`config.mk`:
```
export PLATFORM = sky130hd
export DESIGN_NAME = lvds_frame_aligner
export DESIGN_NICKNAME = d
export VERILOG_FILES = /design/src/rtl/lvds_pkg.sv /design/src/rtl/lvds_sync_search.sv /design/src/rtl/lvds_frame_aligner.sv
export SDC_FILE = /design/constraint.sdc
export NUM_CORES = 1
export LEC_CHECK = 0
export CORE_MARGIN = 5
export CORE_UTILIZATION = 30
export CTS_CLUSTER_SIZE = 8
export DETAILED_ROUTE_END_ITERATION = 10
export PLACE_DENSITY = 0.47
export SLEW_MARGIN = 10
export SYNTH_ARGS = -nofsm -noshare
export SYNTH_HDL_FRONTEND = slang
export SYNTH_SLANG_ARGS = --single-unit
export TNS_END_PERCENT = 5
```
`constraint.sdc`:
```
create_clock -name clk -period 2.3 [get_ports clk]
set_input_delay 0.69 -clock clk [delete_from_list [all_inputs] [get_ports clk]]
set_output_delay 0.69 -clock clk [all_outputs]
set_load 0.02 [all_outputs]
```
`src/rtl/lvds_pkg.sv`:
```
// Shared types and constants for the LVDS frame aligner.
//   LVDS_WORD_W  : width of one captured word
//   LVDS_OFF_W   : width of a bit offset within a word
//   lvds_state_e : alignment FSM states
package lvds_pkg;

  localparam int unsigned LVDS_WORD_W = 16;
  localparam int unsigned LVDS_OFF_W  = $clog2(LVDS_WORD_W);

  typedef enum logic [1:0] {
    StHunt   = 2'd0,
    StVerify = 2'd1,
    StLocked = 2'd2
  } lvds_state_e;

endpackage

```
`src/rtl/lvds_sync_search.sv`:
```
// Combinational sync-word search over every bit offset of a two-word window.
//   window     : {current word without its MSB, previous word}
//   sync_word  : pattern to look for
//   match_vec  : bit k set when window[k+W-1:k] equals sync_word
//   any_match  : at least one offset matches
//   low_offset : lowest matching offset (0 when none match)
module lvds_sync_search
  import lvds_pkg::*;
(
  input  logic [2*LVDS_WORD_W-2:0] window,
  input  logic [LVDS_WORD_W-1:0]   sync_word,
  output logic [LVDS_WORD_W-1:0]   match_vec,
  output logic                     any_match,
  output logic [LVDS_OFF_W-1:0]    low_offset
);

  // The top bit of the full 32-bit window can never start a candidate, so it is not passed in.
  always_comb begin
    match_vec = '0;
    for (int k = 0; k < LVDS_WORD_W; k++) begin
      match_vec[k] = (window[k +: LVDS_WORD_W] == sync_word);
    end
  end

  assign any_match = |match_vec;

  // Scan downwards so the lowest matching offset is the one left standing.
  always_comb begin
    low_offset = '0;
    for (int k = LVDS_WORD_W - 1; k >= 0; k--) begin
      if (match_vec[k]) low_offset = LVDS_OFF_W'(k);
    end
  end

endmodule

```
`src/rtl/lvds_frame_aligner.sv`:
```
// Bit/frame aligner for the 16-bit LVDS capture word stream.
// Hunts all bit offsets for the sync word, verifies framing over LOCK_CNT frames, then emits
// aligned payload words. UNLOCK_CNT consecutive sync misses drop back to hunting.
//   clk, rst     : word clock, asynchronous active-low reset
//   din          : raw captured word, one per clock
//   resync       : force a return to hunting
//   dout         : aligned payload word
//   dout_valid   : dout holds a payload word
//   dout_sof     : dout is payload word 1 of a frame
//   locked       : aligner is in the locked state
//   bit_offset   : bit offset in use
//   sync_err_cnt : saturating count of sync misses seen while locked
module lvds_frame_aligner
  import lvds_pkg::*;
#(
  parameter logic [LVDS_WORD_W-1:0] SYNC_WORD  = 16'hF628,
  parameter int unsigned            FRAME_LEN  = 8,
  parameter int unsigned            LOCK_CNT   = 3,
  parameter int unsigned            UNLOCK_CNT = 2
) (
  input  logic                   clk,
  input  logic                   rst,
  input  logic [LVDS_WORD_W-1:0] din,
  input  logic                   resync,
  output logic [LVDS_WORD_W-1:0] dout,
  output logic                   dout_valid,
  output logic                   dout_sof,
  output logic                   locked,
  output logic [LVDS_OFF_W-1:0]  bit_offset,
  output logic [15:0]            sync_err_cnt
);

  localparam int unsigned FcntW = $clog2(FRAME_LEN);
  localparam int unsigned HitW  = $clog2(LOCK_CNT + 1);
  localparam int unsigned MissW = $clog2(UNLOCK_CNT + 1);

  lvds_state_e              state_q, state_d;
  logic [LVDS_WORD_W-1:0]   prev_q;
  logic [FcntW-1:0]         fcnt_q, fcnt_d, fcnt_inc;
  logic [HitW-1:0]          hits_q, hits_d;
  logic [MissW-1:0]         misses_q, misses_d;
  logic [LVDS_OFF_W-1:0]    offset_q, offset_d;
  logic [15:0]              err_q, err_d;
  logic [LVDS_WORD_W-1:0]   dout_q, dout_d;
  logic                     valid_q, valid_d, sof_q, sof_d, locked_q;

  logic [2*LVDS_WORD_W-2:0] window;
  logic [LVDS_WORD_W-1:0]   cand, match_vec;
  logic                     any_match, at_sync, sync_ok;
  logic [LVDS_OFF_W-1:0]    low_offset;

  assign window   = {din[LVDS_WORD_W-2:0], prev_q};
  assign cand     = window[offset_q +: LVDS_WORD_W];
  assign sync_ok  = match_vec[offset_q];
  // fcnt_inc is the frame position of the candidate being examined this cycle.
  assign fcnt_inc = (fcnt_q == FcntW'(FRAME_LEN - 1)) ? '0 : fcnt_q + 1'b1;
  assign at_sync  = (fcnt_inc == '0);

  lvds_sync_search u_search (
    .window     (window),
    .sync_word  (SYNC_WORD),
    .match_vec  (match_vec),
    .any_match  (any_match),
    .low_offset (low_offset)
  );

  always_comb begin
    state_d  = state_q;
    fcnt_d   = fcnt_q;
    hits_d   = hits_q;
    misses_d = misses_q;
    offset_d = offset_q;
    err_d    = err_q;
    dout_d   = dout_q;
    valid_d  = 1'b0;
    sof_d    = 1'b0;

    if (resync) begin
      state_d  = StHunt;
      fcnt_d   = '0;
      hits_d   = '0;
      misses_d = '0;
    end else begin
      unique case (state_q)
        StHunt: begin
          if (any_match) begin
            offset_d = low_offset;
            fcnt_d   = '0;
            hits_d   = HitW'(1);
            misses_d = '0;
            state_d  = (LOCK_CNT <= 1) ? StLocked : StVerify;
          end
        end
        StVerify: begin
          fcnt_d = fcnt_inc;
          if (at_sync) begin
            if (sync_ok) begin
              hits_d = hits_q + 1'b1;
              if ((32'(hits_q) + 32'd1) >= LOCK_CNT) begin
                state_d  = StLocked;
                misses_d = '0;
              end
            end else begin
              state_d = StHunt;
              fcnt_d  = '0;
              hits_d  = '0;
            end
          end
        end
        StLocked: begin
          fcnt_d = fcnt_inc;
          if (!at_sync) begin
            dout_d  = cand;
            valid_d = 1'b1;
            sof_d   = (fcnt_inc == FcntW'(1));
          end else if (sync_ok) begin
            misses_d = '0;
          end else begin
            if (err_q != 16'hFFFF) err_d = err_q + 16'd1;
            if ((32'(misses_q) + 32'd1) >= UNLOCK_CNT) begin
              state_d  = StHunt;
              fcnt_d   = '0;
              hits_d   = '0;
              misses_d = '0;
            end else begin
              // Keep offset and frame phase; a single bad sync is tolerated.
              misses_d = misses_q + 1'b1;
            end
          end
        end
        default: begin
          state_d  = StHunt;
          fcnt_d   = '0;
          hits_d   = '0;
          misses_d = '0;
        end
      endcase
    end
  end

  always_ff @(posedge clk or negedge rst) begin
    if (!rst) begin
      state_q  <= StHunt;
      prev_q   <= '0;
      fcnt_q   <= '0;
      hits_q   <= '0;
      misses_q <= '0;
      offset_q <= '0;
      err_q    <= '0;
      dout_q   <= '0;
      valid_q  <= 1'b0;
      sof_q    <= 1'b0;
      locked_q <= 1'b0;
    end else begin
      state_q  <= state_d;
      prev_q   <= din;
      fcnt_q   <= fcnt_d;
      hits_q   <= hits_d;
      misses_q <= misses_d;
      offset_q <= offset_d;
      err_q    <= err_d;
      dout_q   <= dout_d;
      valid_q  <= valid_d;
      sof_q    <= sof_d;
      locked_q <= (state_d == StLocked);
    end
  end

  assign dout         = dout_q;
  assign dout_valid   = valid_q;
  assign dout_sof     = sof_q;
  assign locked       = locked_q;
  assign bit_offset   = offset_q;
  assign sync_err_cnt = err_q;

endmodule
```
==> qor.txt, run 1 <==
Total clock buffers created by CTS -> 9
Maximum buffer depth of the clock tree -> 2
Insertion delay to the later sink of the worst-skew pair -> 0.35 ns
Ratio of cells with drive above 1 in the final layout -> 0.321
CP arrival -> 3.19 ns
CP Data Required Time -> 2.55 ns
Max stage delay on crit path -> 0.51 ns
Antenna diodes -> 0
Placed wire-length estimate -> 11300 um
Mean Syn Cell Area -> 8.98 um^2
Post-layout total power -> 2.88 mW
CP cell instances -> buf_8 -> or4b_4 -> or4_4 -> or3_4 -> o211ai_2 -> o2111ai_2 -> nand2_4 -> buf_12 -> buf_6 -> o211ai_1 -> o21ai_2 -> nor4b_4
Summed instance area of the synthesized netlist -> 0.00455 mm^2
Die width -> 133 um
R2R Path End -> locked
Routability cong. -> 0.844
Post-route worst setup slack -> -0.642 ns
Number of antenna violations at the first check in global routing -> 0
Cells after synthesis -> 507
Iteration-0 DRC count of the detailed router -> 268
Final wirelength -> 15300 um
Most instantiated cells after synthesis -> sky130_fd_sc_hd__dfrtp_1 (64), sky130_fd_sc_hd__nand2_1 (55), sky130_fd_sc_hd__nor2_1 (36)
CTS tree -> done
Cell count of the worst reg-to-reg path -> 11
Area leader, netlist -> sky130_fd_sc_hd__dfrtp_1
Dominant synthesized flop cell -> sky130_fd_sc_hd__dfrtp_1
Crit path capture -> locked
Gr ovfl total -> 0
#FFs+latches synth -> 64
Crit path from -> din[1]
Path class of the lowest-slack min-delay path -> in -> async
Largest net degree at the start of global routing -> 34
Via density per instance -> 5.30
Final critical delay including setup and external delays -> 2.94 ns
Boundary Pins -> 58
Vias in the first global route -> 4695
Synth top area cells -> sky130_fd_sc_hd__dfrtp_1 (35%), sky130_fd_sc_hd__nand2_1 (4.5%), sky130_fd_sc_hd__mux2i_1 (4.4%)
Max Fanout on Critical Path -> 5
Final core utilization -> 0.438
Max Cap Violations -> 0
Final-report setup violation count -> 30
Clk pin slew, worst setup/hold paths -> 0.06 ns
Run status -> complete, but fails checks
Placeable core area -> 0.0150 mm^2
Delay-heaviest family, CP -> simple AND/OR/NAND/NOR gates
Slew Limit Fails -> 0
Synth unique cells -> 73
Pwr/cell area -> 437 mW/mm^2
Headroom to the max-slew limit -> 0.584
Global-route total usage across every layer -> 0.175
Clock Skew -> 0.00758 ns
Number of remaining DRC errors -> 0
Type of element launching the critical path -> primary input
Crit-path slowest cell -> sky130_fd_sc_hd__or4b_4
Tightest Pin Transition -> 0.623 ns
Cell count after placement -> 827
First-pass DRT Iterations -> 4
Remaining number of nets flagged by the antenna check after routing -> 0
Hold violation count in the final report -> 0
Max Clock Freq -> 0.340 GHz
Most frequent cell after synthesis -> sky130_fd_sc_hd__dfrtp_1
Top cell type's share of synthesized area -> 0.352
Setup crit end kind -> flop
Wire per inst -> 18.1 um
Count of buffering cells on the critical path with inverters included -> 3
Post-route fraction of the period consumed by the critical path -> 1.28
DIE AREA -> 0.0177 mm^2
Syn. warnings -> 0
Root buffer selected by CTS -> sky130_fd_sc_hd__clkbuf_16
Worst slack after detailed placement -> -1.35 ns
Global-route wire length before repair -> 24800 um
Reg-to-reg slack, setup -> -0.63 ns
Post-Synthesis Net Count -> 536
Peak ir drop on the vdd network -> 0.320 mV
H-tree lvl count -> 3
Initial cell density of the core -> 0.303
Vert. Die Dim -> 133 um
Tightest hold margin -> 0.357 ns
Number of buffers added on ports -> 57
Std cell rows -> 45
Count of flip-flops with a built-in enable after synthesis -> 0
Failing checks -> negative setup slack
Vias after detailed routing -> 4499
Sequential cell area fraction in the yosys report -> 0.352
Launch instance of the worst register-to-register path -> prev_q[10]
Layout Cells excl Fill -> 849
RSZ-0062 raised after global routing -> yes
Number of cells on the critical path -> 12
Crit path kind -> in -> reg
Synth-to-layout area growth -> 44.6%
Clk sink count -> 64
LEAKAGE -> 2.84 nW
Share of synthesized flip-flops with an asynchronous set or reset -> 1.00
Layout net count -> 686
-- cells in the final DEF, fill, tap and decap left out, drive strengths merged, types with 16 or more instances in the layout --
cell / instances
buf: 129
dfrtp: 64
nand2: 56
clkdlybuf4s50: 39
o21ai: 37
nor2: 36
mux2i: 20
nand3: 20
mux2: 16
a21oi: 16
-- report_power, final --
part / switching (mW) / leakage, nW / internal (mW) / total, mW
registers: 0.0203 / 0.856 / 1.14 / 1.16
clock network: 0.534 / 0.144 / 0.840 / 1.37
logic: 0.178 / 1.84 / 0.164 / 0.342
total: 0.733 / 2.84 / 2.15 / 2.88
-- timing repair --
item	4_1_cts	5_1_grt
gates resized for setup	83	20
endpoints found under the hold margin	0	0
hold buffers	0	0
cloned	1	0
buffers inserted	5	1
pin swaps	27	10
endpoints found under the setup margin	34	31
-- area by class of cell --
cell class	instances	area, um^2
Sequential cell	64	1600
Multi-Input combinational cell	395	2930
Clock buffer	13	280
Fill cell	1471	8450
Inverter	12	45.0
Clock inverter	2	12.5
Timing Repair Buffer	175	1480
Tap cell	188	235
-- kinds of logic after synthesis --
kind of cell             share of synthesized area
AO/OA/AOI/OAI                                0.161
XOR/XNOR                                    0.0289
adder cells (fa/ha/maj)                     0.0275
buffers and inverters                       0.0453
flip-flops                                   0.352
multiplexers                                0.0885
AND/OR/NAND/NOR                              0.297
-- per-layer routing --
metal / wire (um) / track usage / part of all wire / vias to the layer above
met2: 7470 / 0.301 / 0.49 / 97
li1: - / - / - / 2188
met1: 6890 / 0.222 / 0.45 / 2198
met3: 753 / 0.0381 / 0.049 / 16
met5: 0 / 0 / 0 / -
met4: 225 / 0.0480 / 0.015 / 0
-- metrics by stage --
stage | cell area, um^2 | setup TNS (ns)
3_3_place_gp | 6070 | -37.86
3_5_place_dp | 6070 | -40.73
4_1_cts | 6540 | -14.20
5_1_grt | 6590 | -15.45
6_report | 6590 | -13.50
2_1_floorplan | 4560 | -14.68
-- registers in the layout (all words and copies together), names as in the netlist --
signal        flops
fcnt_q            3
state_q           2
dout_valid        1
bit_offset        4
misses_q          2
sync_err_cnt     16
dout_sof          1
locked            1
dout             16
prev_q           16
hits_q            2
-- how the worst min path moves through the flow --
stage	startpoint	endpoint	slack [ns]	cells after the start
global placement	dout[5]	dout[5]	0.46	2
floorplan	rst	bit_offset[0]	0.39	0
CTS	rst	prev_q[15]	0.37	1
finish	rst	prev_q[15]	0.36	1
global route	rst	prev_q[15]	0.40	1
detailed placement	dout[7]	dout[7]	0.47	2
Power figures use the tool's default switching activity.
==> run 2: changes to the inputs <==
--- a/config.mk
+++ b/config.mk
@@ -14,4 +14,4 @@
 export SYNTH_ARGS = -nofsm -noshare
 export SYNTH_HDL_FRONTEND = slang
 export SYNTH_SLANG_ARGS = --single-unit
-export TNS_END_PERCENT = 5
+export TNS_END_PERCENT = 50
==> qor.txt, run 2 (synthesis results as in run 1) <==
Peak ir drop on the vdd network -> 0.336 mV
Remaining number of nets flagged by the antenna check after routing -> 0
Global-route wire length before repair -> 24900 um
CP Data Required Time -> 2.51 ns
Reg-to-reg slack, setup -> -0.47 ns
Number of buffers added on ports -> 57
Headroom to the max-slew limit -> 0.635
Ratio of cells with drive above 1 in the final layout -> 0.332
Vias after detailed routing -> 4539
Std cell rows -> 45
Routability cong. -> 0.903
DIE AREA -> 0.0177 mm^2
Antenna diodes -> 0
Via density per instance -> 5.37
Top routing layer used -> met4
Max Fanout on Critical Path -> 6
Insertion delay to the later sink of the worst-skew pair -> 0.34 ns
Commonest cells after routing, fill and taps aside -> sky130_fd_sc_hd__buf_4 (100), sky130_fd_sc_hd__dfrtp_1 (63), sky130_fd_sc_hd__nand2_1 (53)
CP arrival -> 2.99 ns
RSZ-0062 raised after global routing -> yes
Run status -> complete, but fails checks
Most frequent standard cell in the layout excluding fill and tap cells -> sky130_fd_sc_hd__buf_4
Placeable core area -> 0.0150 mm^2
Met2 routed wirelength -> 7270 um
Type of element launching the critical path -> flop
Hold violation count in the final report -> 0
Tightest Pin Transition -> 0.540 ns
Setup crit end kind -> flop
First-pass DRT Iterations -> 4
Sum of routed wire segments on met1 -> 7090 um
Largest net degree at the start of global routing -> 65
Final-report setup violation count -> 29
Final critical delay including setup and external delays -> 2.77 ns
Clk sink count -> 64
Die width -> 133 um
Vert. Die Dim -> 133 um
Tightest hold margin -> 0.325 ns
LEAKAGE -> 2.88 nW
Failing checks -> negative setup slack
Crit path kind -> reg -> reg
Post-route fraction of the period consumed by the critical path -> 1.21
Initial cell density of the core -> 0.303
Clock Skew -> 0.00577 ns
Wire per inst -> 18.2 um
Routed met3 length -> 751 um
Iteration-0 DRC count of the detailed router -> 330
Pwr/cell area -> 449 mW/mm^2
H-tree lvl count -> 3
Final wirelength -> 15400 um
Total clock buffers created by CTS -> 9
Area post-placement -> 0.00599 mm^2
Number of fillers in the final layout -> 1446
Global-route total usage across every layer -> 0.175
Vias in the first global route -> 4570
Maximum buffer depth of the clock tree -> 2
Synth-to-layout area growth -> 46.5%
Placed wire-length estimate -> 11100 um
Path class of the lowest-slack min-delay path -> in -> async
Max Cap Violations -> 0
Boundary Pins -> 58
Non-Filler Cell Area, Final -> 0.00667 mm^2
Slew Limit Fails -> 0
Number of antenna violations at the first check in global routing -> 0
Number of remaining DRC errors -> 0
Post-route worst setup slack -> -0.473 ns
Root buffer selected by CTS -> sky130_fd_sc_hd__clkbuf_16
Hold buffer count at cts -> 0
Layout net count -> 681
Gr ovfl total -> 0
CTS tree -> done
Cell count of the worst reg-to-reg path -> 11
Clk pin slew, worst setup/hold paths -> 0.06 ns
Max Clock Freq -> 0.361 GHz
==> run 2: metrics by stage <==
step                power [mW]  std cells  TNS, ns  setup slack, ns   util
finish                    3.00        845   -10.61           -0.473  0.444
global route              3.12        845   -12.29           -0.560  0.444
CTS                       3.03        840   -10.23           -0.491  0.436
detailed placement        1.49        813   -38.78            -1.26  0.399
global placement          1.49        813   -38.02            -1.26  0.399
floorplan                 1.30        507   -13.38           -0.523      -
==> run 2: path summary, 6_finish.rpt <==
path | start | endpoint
worst max-delay path | prev_q[13] | locked
min in group clk | dout[15] | dout[15]
max in group asynchronous | rst | bit_offset[0]
worst min register to register | dout[15] | dout[15]
worst min-delay path | rst | prev_q[15]
worst max register to register | prev_q[13] | locked
==> run 2: critical path: stages, from the launching register on <==
cell and delay, ns:
sky130_fd_sc_hd__dfrtp_1 0.42, sky130_fd_sc_hd__or4b_1 0.53, sky130_fd_sc_hd__or4_4 0.45, sky130_fd_sc_hd__or3_4 0.38, sky130_fd_sc_hd__o211ai_2 0.07, sky130_fd_sc_hd__o2111ai_2 0.14
sky130_fd_sc_hd__nand2_4 0.13, sky130_fd_sc_hd__buf_12 0.13, sky130_fd_sc_hd__a211oi_2 0.06, sky130_fd_sc_hd__o21ai_1 0.15, sky130_fd_sc_hd__buf_4 0.14, sky130_fd_sc_hd__nor4b_4 0.04
==> run 2: layout make-up <==
cell class	instances	area, um^2	share of cell area
multi-input cells	395	3010	0.451
clock inverters	3	65.1	0.00975
clock buffers	13	250	0.0375
well taps	188	235	0.0353
repair buffers	170	1460	0.219
flip-flops and latches	64	1600	0.240
inverters	12	45.0	0.00675
==> run 2: what timing repair did <==
item / CTS / global route
gates resized for setup: 101 / 21
hold endpoints to repair: 0 / 0
setup endpoints to repair: 34 / 32
pin swaps: 24 / 16
setup buffers: 11 / 5
==> run 2: report_power, final <==
group | internal (mW) | switching, mW | leakage (nW)
Clock | 0.978 | 0.519 | 0.154
Combinational | 0.159 | 0.179 | 1.87
Sequential | 1.14 | 0.0190 | 0.856
Total | 2.28 | 0.717 | 2.88
==> run 2: metal layers <==
| metal | up-vias | track usage |
|---|---|---|
| li1 | 2175 | - |
| met1 | 2217 | 0.231 |
| met2 | 121 | 0.290 |
| met3 | 26 | 0.0389 |
| met4 | 0 | 0.0503 |
| met5 | - | 0 |
==> run 3: changes to the inputs <==
--- a/config.mk
+++ b/config.mk
@@ -10,7 +10,6 @@
 export CTS_CLUSTER_SIZE = 8
 export DETAILED_ROUTE_END_ITERATION = 10
 export PLACE_DENSITY = 0.47
-export SLEW_MARGIN = 10
 export SYNTH_ARGS = -nofsm -noshare
 export SYNTH_HDL_FRONTEND = slang
 export SYNTH_SLANG_ARGS = --single-unit
==> results of run 3 <==
Same layout as run 2: the final DEF is identical, and so are final timing and power.
